$ cat src/rtl/fetch_pkg.sv
// Shared types and constants for the instruction-fetch stage.
// Decode substitutes INST_NOP on cycles where the fetch queue has nothing valid.
package fetch_pkg;

  localparam int DEF_XLEN = 32;

  localparam logic [31:0] INST_NOP = 32'h00000013;

  typedef struct packed {
    logic [DEF_XLEN-1:0] pc;
    logic [DEF_XLEN-1:0] inst;
    logic                misalign;
  } fetch_entry_t;

  // RISC-V fetch requires a 4-byte aligned PC; any low bit set is reported to decode.
  function automatic logic pc_misaligned(input logic [1:0] pc_lsb);
    return |pc_lsb;
  endfunction

endpackage

$ cat src/rtl/fetch_fifo.sv
// Circular queue of fetch entries with a synchronous clear that discards all contents.
// Storage is not reset; the head output reads as zero whenever the queue is empty.
module fetch_fifo
  import fetch_pkg::*;
#(
  parameter int  DEPTH   = 4,
  parameter type entry_t = fetch_entry_t
) (
  input  logic                   clk,
  input  logic                   rst,
  input  logic                   clr_i,
  input  logic                   wr_i,
  input  entry_t                 wdata_i,
  input  logic                   pop_i,
  output entry_t                 rdata_o,
  output logic [$clog2(DEPTH):0] count_o
);

  localparam int PW = $clog2(DEPTH);
  localparam int CW = PW + 1;

  entry_t          mem_q [DEPTH];
  logic [PW-1:0]   wptr_q, wptr_d;
  logic [PW-1:0]   rptr_q, rptr_d;
  logic [CW-1:0]   count_q, count_d;
  logic            wr_en;
  logic            pop_en;

  always_comb begin
    wr_en   = wr_i & ~clr_i;
    pop_en  = pop_i & ~clr_i;
    wptr_d  = wptr_q;
    rptr_d  = rptr_q;
    count_d = count_q;
    if (clr_i) begin
      // Clearing leaves the read side untouched and just collapses the write pointer onto it.
      count_d = '0;
      wptr_d  = rptr_q;
    end else begin
      if (wr_en)  wptr_d = wptr_q + PW'(1);
      if (pop_en) rptr_d = rptr_q + PW'(1);
      case ({wr_en, pop_en})
        2'b10:   count_d = count_q + CW'(1);
        2'b01:   count_d = count_q - CW'(1);
        default: count_d = count_q;
      endcase
    end
  end

  always_ff @(posedge clk or posedge rst) begin
    if (rst) begin
      wptr_q  <= '0;
      rptr_q  <= '0;
      count_q <= '0;
    end else begin
      wptr_q  <= wptr_d;
      rptr_q  <= rptr_d;
      count_q <= count_d;
    end
  end

  always_ff @(posedge clk) begin
    if (wr_en) mem_q[wptr_q] <= wdata_i;
  end

  always_comb begin
    rdata_o = '0;
    if (count_q != '0) rdata_o = mem_q[rptr_q];
  end

  assign count_o = count_q;

endmodule

$ cat src/rtl/ifetch_queue.sv
// Instruction-fetch stage: issues PCs to a one-cycle-latency instruction memory and
// queues {pc, inst, misalign} for decode, with flush for taken jumps/branches.
module ifetch_queue
  import fetch_pkg::*;
#(
  parameter int XLEN  = DEF_XLEN,
  parameter int DEPTH = 4
) (
  input  logic            clk,
  input  logic            rst,
  input  logic            valid_i,
  output logic            ready_o,
  input  logic [XLEN-1:0] pc_i,
  input  logic            flush_i,
  output logic [XLEN-1:0] insmemaddr_o,
  output logic            insmemreq_o,
  input  logic [XLEN-1:0] insmemdata_i,
  output logic            valid_ro,
  input  logic            ready_i,
  output logic [XLEN-1:0] pc_ro,
  output logic [XLEN-1:0] inst_ro,
  output logic            misalign_ro
);

  // Handshakes on both sides transfer on a cycle where valid and ready are both high at
  // the rising edge; a producer holds its payload stable until that transfer, and
  // flush_i forces both ready_o and valid_ro low so neither side transfers that cycle.

  localparam int            CW      = $clog2(DEPTH) + 1;
  localparam logic [CW:0]   DEPTH_W = (CW+1)'(DEPTH);

  typedef struct packed {
    logic [XLEN-1:0] pc;
    logic [XLEN-1:0] inst;
    logic            misalign;
  } q_entry_t;

  logic            inflight_q, inflight_d;
  logic [XLEN-1:0] pend_pc_q, pend_pc_d;
  logic            pend_mis_q, pend_mis_d;

  logic [CW-1:0]   count;
  logic [CW:0]     occ;
  logic [CW:0]     occ_after_pop;
  logic            fire_in;
  logic            pop;
  logic            wr;
  q_entry_t        wdata;
  q_entry_t        head;

  // Credit check counts the in-flight fetch, so a returning word always has a free slot.
  always_comb begin
    valid_ro      = (count != '0) & ~flush_i;
    pop           = valid_ro & ready_i;
    occ           = {1'b0, count} + {{CW{1'b0}}, inflight_q};
    occ_after_pop = occ - {{CW{1'b0}}, pop};
    ready_o       = ~flush_i & (occ_after_pop < DEPTH_W);
    fire_in       = valid_i & ready_o;
    wr            = inflight_q & ~flush_i;
    wdata.pc       = pend_pc_q;
    wdata.inst     = insmemdata_i;
    wdata.misalign = pend_mis_q;
  end

  always_comb begin
    inflight_d = fire_in;
    pend_pc_d  = pend_pc_q;
    pend_mis_d = pend_mis_q;
    if (fire_in) begin
      pend_pc_d  = pc_i;
      pend_mis_d = pc_misaligned(pc_i[1:0]);
    end
  end

  always_ff @(posedge clk or posedge rst) begin
    if (rst) begin
      inflight_q <= 1'b0;
      pend_pc_q  <= '0;
      pend_mis_q <= 1'b0;
    end else begin
      inflight_q <= inflight_d;
      pend_pc_q  <= pend_pc_d;
      pend_mis_q <= pend_mis_d;
    end
  end

  fetch_fifo #(
    .DEPTH   (DEPTH),
    .entry_t (q_entry_t)
  ) u_fifo (
    .clk     (clk),
    .rst     (rst),
    .clr_i   (flush_i),
    .wr_i    (wr),
    .wdata_i (wdata),
    .pop_i   (pop),
    .rdata_o (head),
    .count_o (count)
  );

  always_comb begin
    insmemaddr_o = pc_i;
    insmemreq_o  = fire_in;
    pc_ro        = head.pc;
    inst_ro      = head.inst;
    misalign_ro  = head.misalign;
  end

endmodule

$ cat config.mk
export PLATFORM = sky130hd
export DESIGN_NAME = ifetch_queue
export DESIGN_NICKNAME = d
export VERILOG_FILES = /design/src/rtl/fetch_pkg.sv /design/src/rtl/fetch_fifo.sv /design/src/rtl/ifetch_queue.sv
export SDC_FILE = /design/constraint.sdc
export NUM_CORES = 1
export LEC_CHECK = 0
export ABC_CLOCK_PERIOD_IN_PS = 4000
export BUFFER_PORTS_ARGS = -buffer_cell sky130_fd_sc_hd__buf_4
export CAP_MARGIN = 10
export CELL_PAD_IN_SITES_DETAIL_PLACEMENT = 0
export CELL_PAD_IN_SITES_GLOBAL_PLACEMENT = 1
export CORE_ASPECT_RATIO = 1.25
export CORE_MARGIN = 8
export CORE_UTILIZATION = 37
export CTS_BUF_LIST = sky130_fd_sc_hd__clkbuf_16
export DETAILED_ROUTE_END_ITERATION = 6
export PLACE_DENSITY = 0.65
export SLEW_MARGIN = 20
export SYNTH_ARGS = -nofsm -noshare
export SYNTH_HDL_FRONTEND = slang
export SYNTH_SLANG_ARGS = --single-unit
$ cat constraint.sdc
create_clock -name clk -period 4 [get_ports clk]
set_clock_uncertainty 0.05 [all_clocks]
set_input_delay 0.2 -clock clk [delete_from_list [all_inputs] [get_ports clk]]
set_output_delay 0.2 -clock clk [all_outputs]
set_load 0.1 [all_outputs]
# Yosys cells after proc, flatten, opt, wreduce, memory -nomap -nowiden
# Memories as Yosys holds them, arrays and structs flattened.
# Cells that the tools add are included.
[totals]
reg_bits = 41
ram_bits = 260
inputBits = 69
out_inout_bits = 100
word_cells = 36
memories = 1
[memory_table]
columns = ["memory", "words", "width", "read_ports", "rd_clocked_by_memory_dff", "wr", "line_no", "rtl"]
rows = [
  ["u_fifo.mem_q", 4, 65, 1, 0, 1, "fetch_fifo.sv:22", "entry_t mem_q [DEPTH];"],
]
[op_classes]
add_sub_neg = 6
magnitude_cmp = 1
eq_ne = 2
n_mux = 7
n_bitwise = 8
n_reduce_logical = 5
[ops]
columns = ["cell", "count"]
rows = [
  ["$mux W65", 1],
  ["$and A1 B1 Y1", 7],
  ["$pmux W3 S2", 1],
  ["$reduce_bool A3 Y1", 2],
  ["$add A2 B1 Y2 const B", 2],
  ["$add A3 B1 Y4", 1],
  ["$lt A4 B3 Y1 const B", 1],
  ["$mux W2", 2],
  ["$sub A4 B1 Y4", 1],
  ["$add A3 B1 Y3 const B", 1],
  ["$mux W3", 1],
  ["$sub A3 B1 Y3 const B", 1],
  ["$eq A2 B1 Y1 const B", 1],
  ["$eq A2 B2 Y1 const B", 1],
  ["$mux W1", 2],
  ["$reduce_and A2 Y1", 1],
  ["$reduce_bool A2 Y1", 1],
  ["$reduce_or A2 Y1", 1],
  ["$not A1 Y1", 1],
]

# Logic depth before layout (Yosys ltp)
# Gate-level depths: netlist of the first run.
[logic_depth]
ltp_word = 7
depth_mapped = 10
ltp_nobuf = 9

# Hierarchy
# From an unflattened synthesis of the first run, not the netlist that was laid out.
[hier_totals]
hier_cells = 581
area_unflattened_um2 = 12030.3
[modules_own_cells]
columns = ["module", "n_inst", "cells_per_inst", "area_each_um2", "seq_area_each_um2"]
rows = [
  ["fetch_fifo", 1, 456, 10239.8, 7982.7],
  ["ifetch_queue", 1, 125, 1790.5, 850.8],
]

# Worst setup path after synthesis of the first run
# OpenSTA, ideal clock, no wires.
[synth_path]
path_kind = "reg-to-output"
start = "register u_fifo.count_q[1], in the netlist u_fifo.count_o[1]"
end = "output port ready_o"
arrival_ns = 4.342
required_time_ns = 3.750
slack_ns = -0.592
path_stages_with_launch = 9
n_path_buf = 0
path_cell_list = "dfrtp_1 o31ai_1 nor2_1 ha_1 inv_1 ha_1 and3b_1 or3_4 a211oi_1"
[synth_via]
elab_chain_cells = 6
word_cells_on_any_way = 7
cone_classes = "add/sub: 2; order compare: 1; bitwise: 3; reduce/logical: 1"
[synth_rtl]
columns = ["item", "line_no", "rtl"]
rows = [
  ["start: declaration", "fetch_fifo.sv:25", "logic [CW-1:0] count_q, count_d;"],
  ["start signal: assignment", "fetch_fifo.sv:58", "count_q <= count_d;"],
  ["parallel branches: the longest is 3 deep, another holds $add A3 B1 Y4", "n/a", ""],
  ["$sub A4 B1 Y4 (*)", "ifetch_queue.sv:56", "occ_after_pop = occ - {{CW{1'b0}}, pop};"],
  ["$lt A4 B3 Y1 (*)", "ifetch_queue.sv:57", "ready_o = ~flush_i & (occ_after_pop < DEPTH_W);"],
  ["$and A1 B1 Y1 (*)", "ifetch_queue.sv:57", ""],
  ["end: declaration", "ifetch_queue.sv:12", "output logic ready_o,"],
]
# Mark *: on every way between the ends.

# Worst setup path in the final report of the first run
[layout_path]
start = "register u_fifo.count_q[1], in the netlist u_fifo.count_o[1]"
end = "output port insmemreq_o"
[layout_via]
elab_chain_cells = 7
word_cells_on_any_way = 8
cone_classes = "add/sub: 2; order compare: 1; bitwise: 4; reduce/logical: 1"
[layout_rtl]
columns = ["item", "line_no", "rtl"]
rows = [
  ["parallel branches: the longest is 3 deep, another holds $add A3 B1 Y4", "n/a", ""],
  ["$sub A4 B1 Y4 (*)", "ifetch_queue.sv:56", ""],
  ["$lt A4 B3 Y1 (*)", "ifetch_queue.sv:57", ""],
  ["$and A1 B1 Y1 (*)", "ifetch_queue.sv:57", ""],
  ["$and A1 B1 Y1 (*)", "ifetch_queue.sv:58", "fire_in = valid_i & ready_o;"],
  ["end: declaration", "ifetch_queue.sv:16", "output logic insmemreq_o,"],
]
# Marks and branches as above.

==> results of run 1 <==
-- layer usage --
layer	GRT usage (%)	part of all wire (%)	up-vias
met5	0	0	-
met4	3.198	2.0	0
met2	23.18	52	145
met1	15.39	41	3004
met3	2.609	5.1	35
li1	-	-	2680
-- critical path: cells and delay by family (launching register included) --
kind	cells	cell delay, ps
buf+inv	4	760
fa+ha+maj	2	460
compound gates	2	530
simple gates	3	720
flops	1	480
-- timing repair --
item,CTS,global route
setup buffers,0,0
resized for setup,0,1
hold endpoints to repair,207,0
setup endpoints to repair,0,1
hold buffers,68,0
-- state kept, by name (all words and copies together) (netlist names) --
register	count
pend_pc_q	32
inflight_q	1
pend_mis_q	1
u_fifo.rptr_q	2
u_fifo.wptr_q	2
u_fifo.mem_q	260
u_fifo.count_o	3
-- cells in the final DEF (no fill, tap or decap), types with 2 or more instances in the layout --
| cell type | count |
|---|---|
| edfxtp_1 | 260 |
| nor3_1 | 3 |
| clkinvlp_4 | 2 |
| xnor2_1 | 5 |
| mux2_2 | 32 |
| dfrtp_1 | 39 |
| nor2b_1 | 67 |
| dfrtp_4 | 2 |
| dlygate4sd3_1 | 68 |
| bufinv_16 | 4 |
| o21ai_0 | 3 |
| clkinv_1 | 5 |
| inv_1 | 16 |
| nor2_1 | 6 |
| mux4_2 | 65 |
| buf_12 | 4 |
| buf_4 | 171 |
| nand2b_1 | 2 |
| ha_1 | 7 |
| nand2_1 | 4 |
| mux2i_1 | 3 |
| and2_4 | 4 |
| clkinv_2 | 8 |
| clkbuf_16 | 31 |
-- cell type report --
| cell class | count | area [sq um] |
|---|---|---|
| clock buffer | 31 | 775.7 |
| clock inverter | 26 | 219.0 |
| fill | 2641 | 16600 |
| inverter | 9 | 35.03 |
| multi-input combinational | 212 | 2649 |
| sequential | 301 | 8841 |
| tap | 412 | 515.5 |
| timing repair buffer | 244 | 2056 |
-- final timing paths --
path / endpoint / slack (ps) / depth (start not counted)
worst max-delay path: insmemreq_o / 240 / 11
worst min-delay path: inflight_q / 130 / 4
worst max register to register: pend_pc_q[3] / 750 / 11
worst min register to register: u_fifo.mem_q[1][44] / 470 / 0
max in group asynchronous: u_fifo.rptr_q[0] / 3010 / 3
min in group asynchronous: pend_pc_q[20] / 320 / 3
-- through the flow --
step                hold slack [ps]  setup WS, ps  area, sq um  util [%]  cells
floorplan                     248.9         372.2        11870         -    581
global placement              349.4         811.7        13370     42.19   1108
detailed placement            354.2         706.8        13370     42.19   1108
CTS                           97.50         114.8        15050     47.47   1233
global route                  126.2         70.65        15090     47.61   1235
finish                        131.0         237.8        15090     47.61   1235
-- kinds of logic (layout without fill, tap and decap cells) --
kind of cell / count (synthesis) / count (layout) / synth area share (%)
xor gates and xnor gates: 6 / 6 / 0.4428
and+or+nand+nor: 89 / 89 / 4.502
DFF: 301 / 301 / 74.44
adders and majority gates: 8 / 8 / 0.9068
AOI/OAI and AO/OA: 9 / 9 / 0.6748
buffers and inverters: 68 / 310 / 3.406
muxes: 100 / 100 / 15.63
==> impl_metrics.ini, run 1 <==
[clock_network]
clkSinkCount = 301
clock_latency_ps = 540
h-tree-depth = 1
numCtsBuffers = 31
cts_tree = yes
path_clk_slew_ps = 50
clockRootBuffer = clkbuf_16
clk_path_buf_depth = 3

[synthesis]
yosysWarnings = 0
syn_nets = 658
synth-seq-cells = 301
syn_area_per_cell_sq_um = 20.42
yosysTopAreaCellShare_pct = 65.80
synth_most_common_cell = edfxtp_1
synth_top_area_cell = edfxtp_1
synthCells = 581
netlist_area_sq_mm = 0.01187
synth-edff-count = 260
synth_flop_cell = edfxtp_1
synth_common_cells = 260 x edfxtp_1, 67 x nor2b_1, 65 x mux4_2, 41 x dfrtp_1
ys_seq_area_share_pct = 74.44
synth_async_sr_flop_share_pct = 13.62
synth.distinct_cells = 29
synth.area.top_cells = edfxtp_1 66%, mux4_2 12%, dfrtp_1 8.6%

[hold_path]
hold_class = in2reg
hp-start = valid_i

[floorplan]
die-area_sq_mm = 0.03809
row_count = 73
start_util_pct = 37.44
die_h_microns = 216.2
chipWidth_microns = 176.2
num_io_pins = 169
core_sq_mm = 0.03169

[grt]
grt_max_degree = 68
overflow = 0
antenna_found_initial = 0
grt_use_total_pct = 12.85
grt_pass1_vias = 6783
grt_pass1_wl_microns = 38490

[sta]
tightest_slew_ps = 1087
rsz0062_at_grt = no
max-slew-margin-rel_pct = 27.53
setup_tns_ps = 0
setup_violations = 0
period_minus_slack_ps = 3762
drv_slew = 0
period_share_pct = 94.06
max_freq_mhz = 265.8
finalHoldViolations = 0

[drt]
ant_nets = 0
finalWirelength_microns = 24480
drt-pass1-iter-count = 6
drc = 0
wl_per_cell_microns = 19.82
vias = 5864
vias_per_cell = 4.748
drt_iter0_drc = 226

[setup_path]
critPathCaptureType = output pin
cp_common_cell = ha_1
startpoint = u_fifo.count_o[1]
worst-setup-path-type = reg2out
arrival_ps = 3510
cp-start-kind = flop
crit_fanout = 35
slowest_delay_ps = 480
rr_startpoint = u_fifo.count_o[1]
path_cells = o31ai_1 -> buf_4 -> nor2_1 -> ha_1 -> inv_1 -> ha_1 -> and3b_1 -> or3_4 -> a2111oi_4 -> buf_12 -> buf_6
cp.required_ps = 3750
critPathSlowestCell = dfrtp_1

[layout]
area_growth_syn_to_layout_pct = 27.17
nets = 876
drive_gt1_share_pct = 39.85
n_antenna_cell = 0

[run_status]
status = completed

[place]
place.gp.congestion = 0.6702
portBuffers = 168
hpwl_microns = 14150

[run]
max_cap_violations = 0
Power of run 1 is not shown: default switching activity piles up to over one toggle a cycle in this logic, so the estimate is an artifact.
==> run 2, diff against run 1 <==
SETUP_SLACK_MARGIN = 0.3   (was default)
==> run 2 against run 1 <==
Utilization up 0.27 points. Critical path depth unchanged. Hold slack better by 120 ps. Flip-flop and latch count unchanged. First-iteration DRC count up 1.8%. Register-to-register slack worse by 200 ps. Non-clock buffer count up 7.
==> impl_metrics.ini, run 2 (same netlist as run 1, synthesis figures left out) <==
[run_status]
status = completed

[sta]
period_minus_slack_ps = 3540
finalHoldViolations = 0
max_freq_mhz = 282.5
max-slew-margin-rel_pct = 27.72
period_share_pct = 88.49
tightest_slew_ps = 1084
setup_tns_ps = 0
rsz0062_at_grt = no
setup_ws_ps = 460.4
drv_slew = 0
setup_violations = 0

[layout]
largest_register_ffs = 260
multi_input_area_sq_mm = 0.002651
drive_gt1_share_pct = 40.60
area_growth_syn_to_layout_pct = 27.89
n_antenna_cell = 0
final-seq-area_sq_mm = 0.008842
final_cell_mix = 260 x edfxtp_1, 177 x buf_4, 68 x dlygate4sd3_1, 67 x nor2b_1, 65 x mux4_2
nets = 883
max_flop_register = u_fifo.mem_q
layout_commonest_cell = edfxtp_1
final_area_sq_mm = 0.01518
post-route-util_pct = 47.88
fill_cells = 2635

[floorplan]
core_sq_mm = 0.03169
start_util_pct = 37.44
num_io_pins = 169
die_h_microns = 216.2
row_count = 73
die-area_sq_mm = 0.03809
chipWidth_microns = 176.2

[drt]
vias_per_cell = 4.753
drt_iter0_drc = 230
vias = 5903
finalWirelength_microns = 24670
wl_per_cell_microns = 19.87
ant_nets = 0
drc = 0
drt-pass1-iter-count = 4

[grt]
overflow = 0
grt_use_total_pct = 12.94
grt_max_degree = 68
antenna_found_initial = 0
grt_pass1_wl_microns = 38690
grt_pass1_vias = 6807

[setup_path]
critPathCaptureType = output pin
crit_path_end = insmemreq_o
rr_startpoint = u_fifo.count_o[1]
crit_fanout = 7
startpoint = u_fifo.count_o[1]
reg2reg_to = pend_pc_q[18]
worst-setup-path-type = reg2out
reg2reg_setup_slack_ps = 550
arrival_ps = 3290
cp-start-kind = flop
cp.required_ps = 3750
r2r_cells = 13

[clock_network]
clock_latency_ps = 540
path_clk_slew_ps = 60
cts_tree = yes
clk_path_buf_depth = 3
clkSinkCount = 301
h-tree-depth = 1
clockRootBuffer = clkbuf_16
numCtsBuffers = 31

[place]
place_area_sq_mm = 0.01337
hpwl_microns = 14150
portBuffers = 168
dp_slack_ps = 706.8
place.gp.congestion = 0.6702

[hold_path]
hold_class = in2reg

[run]
max_cap_violations = 0
[run 2: area by class of cell]
type                            count  area share [%]
Clock inverter                     26           1.443
Clock buffer                       31           5.112
Timing Repair Buffer              251           14.08
Sequential cell                   301           58.27
Inverter                            9          0.2309
Tap cell                          412           3.397
Multi-Input combinational cell    212           17.47
[run 2: metal layers]
layer | track usage [%] | wire (microns)
met1 | 15.46 | 10050
met2 | 23.41 | 12880
met3 | 2.609 | 1265
met4 | 3.198 | 479
met5 | 0 | 0
[run 2: how the worst min path moves through the flow]
stage | start | end | cells past startpoint
2_1_floorplan | insmemdata_i[9] | u_fifo.mem_q[0][10] | 0
3_3_place_gp | insmemdata_i[27] | u_fifo.mem_q[0][28] | 1
3_5_place_dp | insmemdata_i[7] | u_fifo.mem_q[0][8] | 1
4_1_cts | valid_i | pend_pc_q[4] | 5
5_1_grt | valid_i | pend_pc_q[10] | 5
6_report | valid_i | pend_pc_q[10] | 5
[run 2: what timing repair did]
| item | in CTS | in global routing |
|---|---|---|
| setup endpoints to repair | 1 | 1 |
| pin swaps | 1 | 1 |
| resized for setup | 1 | 3 |
| buffers inserted | 1 | 5 |
| cloned | 1 | 0 |
| hold endpoints to repair | 207 | 0 |
| hold buffers | 68 | 0 |
[run 2: metrics by stage]
step	hold slack, ps	instances
finish	255.5	1242
global route	249.6	1242
CTS	268.2	1235
detailed placement	354.2	1108
global placement	349.4	1108
floorplan	248.9	581
[run 2: worst max-delay path, cell delays in order, from the launching register on]
cell,delay (ps)
dfrtp_2,460
o31ai_1,250
buf_4,190
nor2_2,60
ha_1,180
inv_1,50
ha_1,210
and3b_1,170
or3_4,350
a2111oi_4,450
buf_12,180
buf_8,200
Power of run 2 is left out for the same reason.
